[src/rtl/inst_enc_if.sv]
// -----------------------------------------------------------------------------
// inst_enc_if
//
// Purpose:
//   Bundles the input-field handshake and the encoded-word output handshake of
//   the instruction encoder. The loader drives the input side through the master
//   modport. The encoder block connects through the slave modport.
//
// Signals:
//   in_valid / in_ready   input-field handshake
//   imm_sel  [2:0]        immediate format: 000 I, 001 S, 010 B, 011 U, 110 J
//   opcode   [6:0]        inst[6:0]
//   rd       [4:0]        inst[11:7] for I/U/J
//   funct3   [2:0]        inst[14:12] for I/S/B
//   rs1      [4:0]        inst[19:15] for I/S/B
//   rs2      [4:0]        inst[24:20] for S/B
//   imm      [31:0]       signed byte-offset immediate
//   out_valid / out_ready encoded-word handshake
//   out_inst [31:0]       encoded instruction word
//   out_addr [ADDR_W-1:0] word address assigned to out_inst
//   out_err               immediate unencodable or imm_sel illegal
// -----------------------------------------------------------------------------
interface inst_enc_if #(
  parameter int ADDR_W = 10
);

  logic              in_valid;
  logic              in_ready;
  logic [2:0]        imm_sel;
  logic [6:0]        opcode;
  logic [4:0]        rd;
  logic [2:0]        funct3;
  logic [4:0]        rs1;
  logic [4:0]        rs2;
  logic [31:0]       imm;

  logic              out_valid;
  logic              out_ready;
  logic [31:0]       out_inst;
  logic [ADDR_W-1:0] out_addr;
  logic              out_err;

  // Loader / test-program side: supplies fields and consumes encoded words.
  modport master (
    output in_valid, imm_sel, opcode, rd, funct3, rs1, rs2, imm, out_ready,
    input  in_ready, out_valid, out_inst, out_addr, out_err
  );

  // Encoder side.
  modport slave (
    input  in_valid, imm_sel, opcode, rd, funct3, rs1, rs2, imm, out_ready,
    output in_ready, out_valid, out_inst, out_addr, out_err
  );

endinterface

[src/rtl/inst_enc.sv]
// -----------------------------------------------------------------------------
// inst_enc
//
// Purpose:
//   RV32I instruction encoder. This block is the inverse of the core's
//   immediate generator. It packs opcode, register/funct fields and a 32-bit
//   signed immediate into one instruction word. Each word is tagged with a
//   wrapping word address for the instruction-memory loader.
//   Immediates that the selected format cannot represent are flagged. When
//   HALT_ON_ERR is set, an erroring word that leaves the block halts intake
//   until a soft clear.
//
// Parameters:
//   ADDR_W       width of the word-address counter (wraps at 2^ADDR_W)
//   HALT_ON_ERR  1: an erroring output handshake moves the FSM to HALTED
//
// Ports:
//   clk         rising-edge clock
//   rst         synchronous active-high reset, highest priority
//   clr         synchronous soft clear: counter, sticky error, HALTED -> RUN
//   bus         inst_enc_if.slave, input fields and output word handshakes
//   err_sticky  set by any erroring output handshake, cleared by rst/clr
//   halted      FSM is in HALTED
// -----------------------------------------------------------------------------
module inst_enc #(
  parameter int ADDR_W      = 10,
  parameter bit HALT_ON_ERR = 1'b1
) (
  input  logic         clk,
  input  logic         rst,
  input  logic         clr,
  inst_enc_if.slave    bus,
  output logic         err_sticky,
  output logic         halted
);

  typedef enum logic {
    ST_RUN    = 1'b0,
    ST_HALTED = 1'b1
  } state_e;

  localparam logic [2:0] SEL_I = 3'b000;
  localparam logic [2:0] SEL_S = 3'b001;
  localparam logic [2:0] SEL_B = 3'b010;
  localparam logic [2:0] SEL_U = 3'b011;
  localparam logic [2:0] SEL_J = 3'b110;

  localparam logic [31:0] ILLEGAL_WORD = 32'hDEAD_BEEF;

  state_e            state_q, state_d;
  logic              out_valid_q, out_valid_d;
  logic [31:0]       out_inst_q, out_inst_d;
  logic [ADDR_W-1:0] out_addr_q, out_addr_d;
  logic              out_err_q, out_err_d;
  logic [ADDR_W-1:0] addr_cnt_q, addr_cnt_d;
  logic              err_sticky_q, err_sticky_d;

  logic              in_ready;
  logic              in_hs;
  logic              out_hs;

  logic [31:0]       enc_inst;
  logic              enc_err;

  logic              fits_12;
  logic              fits_13;
  logic              fits_21;
  logic              low12_zero;

  // The output register is the only storage stage. A new word may enter
  // whenever it is empty or is being drained in this same cycle. This gives
  // one word per cycle under continuous out_ready.
  assign in_ready = (state_q == ST_RUN) && (!out_valid_q || bus.out_ready);
  assign in_hs    = bus.in_valid && in_ready;
  assign out_hs   = out_valid_q && bus.out_ready;

  // Range checks, expressed as "all bits above the field's sign bit match it".
  // A run of identical bits means the value sign-extends from the narrower
  // field without loss.
  assign fits_12    = (&bus.imm[31:11]) || !(|bus.imm[31:11]);
  assign fits_13    = (&bus.imm[31:12]) || !(|bus.imm[31:12]);
  assign fits_21    = (&bus.imm[31:20]) || !(|bus.imm[31:20]);
  assign low12_zero = !(|bus.imm[11:0]);

  // Field packing per format. An out-of-range immediate is still packed from
  // its truncated bits, so the loader sees the word it would otherwise get.
  // Only the error flag tells the two cases apart.
  always_comb begin
    enc_inst = ILLEGAL_WORD;
    enc_err  = 1'b1;
    case (bus.imm_sel)
      SEL_I: begin
        enc_inst = {bus.imm[11:0], bus.rs1, bus.funct3, bus.rd, bus.opcode};
        enc_err  = !fits_12;
      end
      SEL_S: begin
        enc_inst = {bus.imm[11:5], bus.rs2, bus.rs1, bus.funct3,
                    bus.imm[4:0], bus.opcode};
        enc_err  = !fits_12;
      end
      SEL_B: begin
        enc_inst = {bus.imm[12], bus.imm[10:5], bus.rs2, bus.rs1, bus.funct3,
                    bus.imm[4:1], bus.imm[11], bus.opcode};
        enc_err  = !fits_13 || bus.imm[0];
      end
      SEL_U: begin
        enc_inst = {bus.imm[31:12], bus.rd, bus.opcode};
        enc_err  = !low12_zero;
      end
      SEL_J: begin
        enc_inst = {bus.imm[20], bus.imm[10:1], bus.imm[11], bus.imm[19:12],
                    bus.rd, bus.opcode};
        enc_err  = !fits_21 || bus.imm[0];
      end
      default: begin
        enc_inst = ILLEGAL_WORD;
        enc_err  = 1'b1;
      end
    endcase
  end

  // Output register. It loads on an input handshake and empties on an output
  // handshake when nothing replaces it. The payload holds otherwise, so it
  // stays stable under backpressure.
  always_comb begin
    out_valid_d = out_valid_q;
    out_inst_d  = out_inst_q;
    out_addr_d  = out_addr_q;
    out_err_d   = out_err_q;
    if (in_hs) begin
      out_valid_d = 1'b1;
      out_inst_d  = enc_inst;
      out_addr_d  = addr_cnt_q;
      out_err_d   = enc_err;
    end else if (out_hs) begin
      out_valid_d = 1'b0;
    end
  end

  // Word-address counter. A word accepted together with clr still takes the
  // pre-clear value as its address. The output register captures that value
  // as 0 only if the counter was already 0. Otherwise the clear would be
  // invisible to that word. So on clr the accepted word must see address 0.
  // That word is routed through the out_addr override below, and the counter
  // restarts at 1 after it.
  always_comb begin
    addr_cnt_d = addr_cnt_q;
    if (clr) begin
      addr_cnt_d = in_hs ? ADDR_W'(1) : '0;
    end else if (in_hs) begin
      addr_cnt_d = addr_cnt_q + ADDR_W'(1);
    end
  end

  // Sticky error flag. clr takes precedence over a coinciding erroring
  // handshake.
  always_comb begin
    err_sticky_d = err_sticky_q;
    if (clr) begin
      err_sticky_d = 1'b0;
    end else if (out_hs && out_err_q) begin
      err_sticky_d = 1'b1;
    end
  end

  // Run/halt FSM. HALTED blocks intake only. A word already held keeps
  // waiting for its output handshake, so nothing is dropped on a halt.
  always_comb begin
    state_d = state_q;
    case (state_q)
      ST_RUN: begin
        if (!clr && HALT_ON_ERR && out_hs && out_err_q) begin
          state_d = ST_HALTED;
        end
      end
      ST_HALTED: begin
        if (clr) begin
          state_d = ST_RUN;
        end
      end
      default: begin
        state_d = ST_RUN;
      end
    endcase
  end

  // State registers. rst overrides clr and any handshake. On clr the output
  // payload is left alone except for the address of a word loaded in the
  // same cycle, which restarts the numbering at 0.
  always_ff @(posedge clk) begin
    if (rst) begin
      state_q      <= ST_RUN;
      out_valid_q  <= 1'b0;
      out_inst_q   <= '0;
      out_addr_q   <= '0;
      out_err_q    <= 1'b0;
      addr_cnt_q   <= '0;
      err_sticky_q <= 1'b0;
    end else begin
      state_q      <= state_d;
      out_valid_q  <= out_valid_d;
      out_inst_q   <= out_inst_d;
      out_addr_q   <= (clr && in_hs) ? '0 : out_addr_d;
      out_err_q    <= out_err_d;
      addr_cnt_q   <= addr_cnt_d;
      err_sticky_q <= err_sticky_d;
    end
  end

  assign bus.in_ready  = in_ready;
  assign bus.out_valid = out_valid_q;
  assign bus.out_inst  = out_inst_q;
  assign bus.out_addr  = out_addr_q;
  assign bus.out_err   = out_err_q;
  assign err_sticky    = err_sticky_q;
  assign halted        = (state_q == ST_HALTED);

endmodule
[src/flat_wrapper.sv]
// flat-port wrapper written by rule: the top's interface ports become plain ports
module inst_enc_flat 
#(
  parameter int ADDR_W      = 10,
  parameter bit HALT_ON_ERR = 1'b1
)
  (clk, rst, clr, err_sticky, halted, bus_in_valid, bus_imm_sel, bus_opcode, bus_rd, bus_funct3, bus_rs1, bus_rs2, bus_imm, bus_out_ready, bus_in_ready, bus_out_valid, bus_out_inst, bus_out_addr, bus_out_err);
  inst_enc_if #(.ADDR_W(ADDR_W)) bus_i ();
  input  logic clk;
  input  logic rst;
  input  logic clr;
  output logic err_sticky;
  output logic halted;
  input wire logic [$bits(bus_i.in_valid)-1:0] bus_in_valid;
  input wire logic [$bits(bus_i.imm_sel)-1:0] bus_imm_sel;
  input wire logic [$bits(bus_i.opcode)-1:0] bus_opcode;
  input wire logic [$bits(bus_i.rd)-1:0] bus_rd;
  input wire logic [$bits(bus_i.funct3)-1:0] bus_funct3;
  input wire logic [$bits(bus_i.rs1)-1:0] bus_rs1;
  input wire logic [$bits(bus_i.rs2)-1:0] bus_rs2;
  input wire logic [$bits(bus_i.imm)-1:0] bus_imm;
  input wire logic [$bits(bus_i.out_ready)-1:0] bus_out_ready;
  output wire logic [$bits(bus_i.in_ready)-1:0] bus_in_ready;
  output wire logic [$bits(bus_i.out_valid)-1:0] bus_out_valid;
  output wire logic [$bits(bus_i.out_inst)-1:0] bus_out_inst;
  output wire logic [$bits(bus_i.out_addr)-1:0] bus_out_addr;
  output wire logic [$bits(bus_i.out_err)-1:0] bus_out_err;
  assign bus_i.in_valid = bus_in_valid;
  assign bus_i.imm_sel = bus_imm_sel;
  assign bus_i.opcode = bus_opcode;
  assign bus_i.rd = bus_rd;
  assign bus_i.funct3 = bus_funct3;
  assign bus_i.rs1 = bus_rs1;
  assign bus_i.rs2 = bus_rs2;
  assign bus_i.imm = bus_imm;
  assign bus_i.out_ready = bus_out_ready;
  assign bus_in_ready = bus_i.in_ready;
  assign bus_out_valid = bus_i.out_valid;
  assign bus_out_inst = bus_i.out_inst;
  assign bus_out_addr = bus_i.out_addr;
  assign bus_out_err = bus_i.out_err;
  inst_enc #(.ADDR_W(ADDR_W), .HALT_ON_ERR(HALT_ON_ERR)) u_core (.clk(clk), .rst(rst), .clr(clr), .bus(bus_i), .err_sticky(err_sticky), .halted(halted));
endmodule
[config.mk]
export PLATFORM = sky130hd
export DESIGN_NAME = inst_enc_flat
export DESIGN_NICKNAME = d
export VERILOG_FILES = /design/src/rtl/inst_enc_if.sv /design/src/rtl/inst_enc.sv /design/src/flat_wrapper.sv
export SDC_FILE = /design/constraint.sdc
export NUM_CORES = 1
export LEC_CHECK = 0
export ABC_CLOCK_PERIOD_IN_PS = 1900
export CORE_MARGIN = 4
export CORE_UTILIZATION = 44
export CTS_CLUSTER_SIZE = 25
export DETAILED_ROUTE_END_ITERATION = 8
export PLACE_DENSITY = 0.83
export SYNTH_ARGS = -nofsm -noshare
export SYNTH_HDL_FRONTEND = slang
export SYNTH_SLANG_ARGS = --single-unit
[constraint.sdc]
create_clock -name clk -period 1.9 [get_ports clk]
set_clock_uncertainty 0.15 [all_clocks]
set_input_delay 0.38 -clock clk [delete_from_list [all_inputs] [get_ports clk]]
set_output_delay 0.38 -clock clk [all_outputs]
set_load 0.02 [all_outputs]
==> summary.txt <==
Synthesis
  – Yosys cell types: 48
  – Syn Nets: 411
  – Synth Flop Type: dfxtp_1
  – Ys async rst share: 0%
  – Syn Inst Count: 345
  – Sequential area share after synthesis: 39.6%
  – Avg Synthesized Cell Area: 8.21 um^2
  – Ys Warns: 0
  – Netlist Area Pre-Place: 2830 um^2
  – Post-synth EDFFs: 0
  – Synth Register Bits: 56

Floorplan
  – Die ar.: 7780 um^2
  – Row Count: 28
  – Die Ht: 88.2 um
  – # IOs: 112
  – Chip width: 88.2 um
  – Core Box Area: 6100 um^2
  – Initial core utilization: 46.4%

Placement
  – Post-place instance area: 4330 um^2
  – Placed insts: 558
  – RePlAce Congestion: 0.941
  – Detailed placement HPWL: 7140 um
  – I/O Buffers: 111

Power and ir drop
  – Leak: 1.69 nW
  – Pwr/cell area: 612 nW/um^2
  – VDD IR max: 0.410 mV

Global route
  – Vias in the first global route: 3236
  – GR Util All Layers: 23.9%
  – First-pass GRT wire length: 14800 um
  – Grt total ovfl: 0
  – Largest net degree at the start of global routing: 19
  – Initial antenna violation count: 0

Timing
  – Fmax: 546 MHz
  – Hold WS: 0.310 ns
  – Min cycle time layout: 1.83 ns
  – Final worst path period share: 96.3%
  – Setup TNS: 0 ns
  – Measured slew at the worst slew-check pin: 0.373 ns
  – Slew Limit Headroom: 75.2%
  – Final setup viols: 0
  – Hold Vio Cnt, Final: 0
  – Slew Limit Fails: 0

Clock network
  – H-tree lvl count: 2
  – Hold-fix buffers, CTS: 0
  – Clk root buf: clkbuf_8
  – CTS tree: done
  – Clk Latency, worst-skew pair: 0.31 ns
  – Number of CTS-inserted buffers: 5
  – CTS sink count: 56
  – CTS Buffer Depth: 2
  – CTS clock-pin slew for the worst setup and hold paths: 0.10 ns

Route
  – WL/cell: 16.5 um
  – Final antenna-violating net count: 0
  – Drt via density: 5.57
  – DRC viols: 0
  – DRT Pass-1 Iters: 4
  – Final wirelength: 9370 um
  – DRT iter0 DRCs: 168
  – Vias: 3159

Layout
  – Final #Nets: 557
  – Number of diodes: 0
  – Area delta synth->final: 57.3%
  – Final Instance Area: 4450 um^2
  – Fraction of layout cells with a size suffix above 1: 15.4%
  – Non-Filler Instances: 567
  – # fillers: 493

Worst setup path
  – CP arrival: 1.87 ns
  – Worst-path fanout max: 2
  – Kind of critical path: in2reg
  – Crit. End Element: flop
  – Nature of the critical path startpoint: input pin
  – Worst EP required: 1.94 ns

Job
  – Max Cap Viol: 0

Status
  – Status: finished, final reports clean

Min path
  – Hold Path Class: reg2reg
==> cell families after synthesis <==
family / count (synthesis) / share of synthesized area, %
and+or+nand+nor: 159 / 27.4
AOI/OAI and AO/OA: 75 / 18.6
DFF: 56 / 39.6
buffers and inverters: 28 / 4.68
muxes: 15 / 5.52
xor gates and xnor gates: 11 / 3.67
adders and majority gates: 1 / 0.442
==> power breakdown <==
part / switching, W / internal (W) / leakage, nW
clock: 0.000394 / 0.000263 / 0.0445
combinational: 0.000376 / 0.000418 / 1.18
sequential: 0.0000389 / 0.00124 / 0.459
==> timing repair <==
item	in CTS	in global routing
pin swaps	0	3
setup endpoints to repair	2	18
gates resized for setup	4	8
buffers inserted	0	1
gates cloned	0	0
==> synthesized netlist by cell type, types with 2 or more instances <==
master	instances	area (um^2)
buf_4	2	15.0
nand3_1	5	25.0
nor2_1	48	180
mux2_2	2	22.5
nor4_1	6	37.5
a21oi_2	2	17.5
clkbuf_1	10	37.5
nor4_2	3	37.5
buf_2	10	50.1
nor2b_1	4	25.0
or3_1	2	12.5
o22a_1	5	43.8
mux2i_1	10	100
dfxtp_1	56	1120
nand2_1	47	176
o2bb2ai_1	2	17.5
nand3b_1	10	75.1
nor3_1	14	70.1
xnor2_1	7	61.3
a22oi_1	5	37.5
or4_1	2	15.0
a311oi_1	7	61.3
mux2_1	3	33.8
a221oi_1	3	26.3
nand4_1	10	62.6
a21oi_1	28	140
a31oi_1	2	12.5
inv_1	3	11.3
nand2b_1	3	18.8
a211oi_1	5	37.5
xor2_1	3	26.3
o221ai_1	10	87.6
==> placed cells by master, fill, tap and decap left out, types with 5 or more instances in the layout <==
master	count
xnor2_1	7
mux2i_1	10
clkdlybuf4s50_1	104
nand2_1	47
dfxtp_1	56
nand3b_1	10
clkbuf_8	5
a311oi_1	7
nor4_1	6
nor3_1	14
buf_4	48
nand3_1	5
a22oi_1	5
a211oi_1	5
o22a_1	5
o221ai_1	10
a21oi_1	28
nor2_1	47
nand4_1	10
==> layer usage <==
layer,share of wire (%),global-route usage [%],vias to the layer above
li1,-,-,1537
met1,41,28.7,1488
met2,50,42.6,122
met3,7.4,4.75,12
met4,1.2,7.83,0
met5,0,0,-
==> per-stage QoR <==
step / util [%] / power, W / worst slack [ns]
after floorplan: - / 0.00164 / 0.299
after global placement: 71.1 / 0.00207 / -0.323
after detailed placement: 71.1 / 0.00209 / -0.333
after CTS: 72.6 / 0.00275 / 0.00193
after global routing: 73.1 / 0.00287 / -0.00432
final: 73.1 / 0.00273 / 0.0698
==> worst max-delay path, cell delays in order <==
cell	delay [ns]
clkdlybuf4s50_1	0.45
or4_1	0.55
nor2_2	0.13
a22oi_1	0.08
a21oi_1	0.17
o221ai_1	0.11
==> flip-flops by register name, indices dropped and copies added, names as in the netlist <==
name	cells
u_core.bus.out_inst	32
u_core.bus.out_err	1
u_core.addr_cnt_q	10
u_core.bus.out_addr	10
u_core.bus.out_valid	1
u_core.halted	1
u_core.err_sticky	1
==> worst paths after layout <==
path                                            start                                  end  slack (ns)  cells after the start
setup / recovery                          bus_imm[14]      u_core.bus.out_err$_SDFFE_PP0P_        0.07                      6
setup reg to reg    u_core.bus.out_valid$_SDFFE_PP0P_  u_core.bus.out_inst[0]$_SDFFE_PP0P_        0.25                      8
hold / removal    u_core.bus.out_inst[9]$_SDFFE_PP0P_  u_core.bus.out_inst[9]$_SDFFE_PP0P_        0.31                      2
hold reg to reg   u_core.bus.out_inst[9]$_SDFFE_PP0P_  u_core.bus.out_inst[9]$_SDFFE_PP0P_        0.31                      2
==> area by class of cell <==
type	instances	area (um^2)	share of cell area (%)
multi-input cells	261	1590	35.7
repair buffers	163	1540	34.6
flip-flops and latches	56	1120	25.2
well taps	75	93.8	2.11
clock buffers	5	68.8	1.55
clock inverters	3	21.3	0.478
inverters	4	15.0	0.337
(Power assumes the default switching activity.)
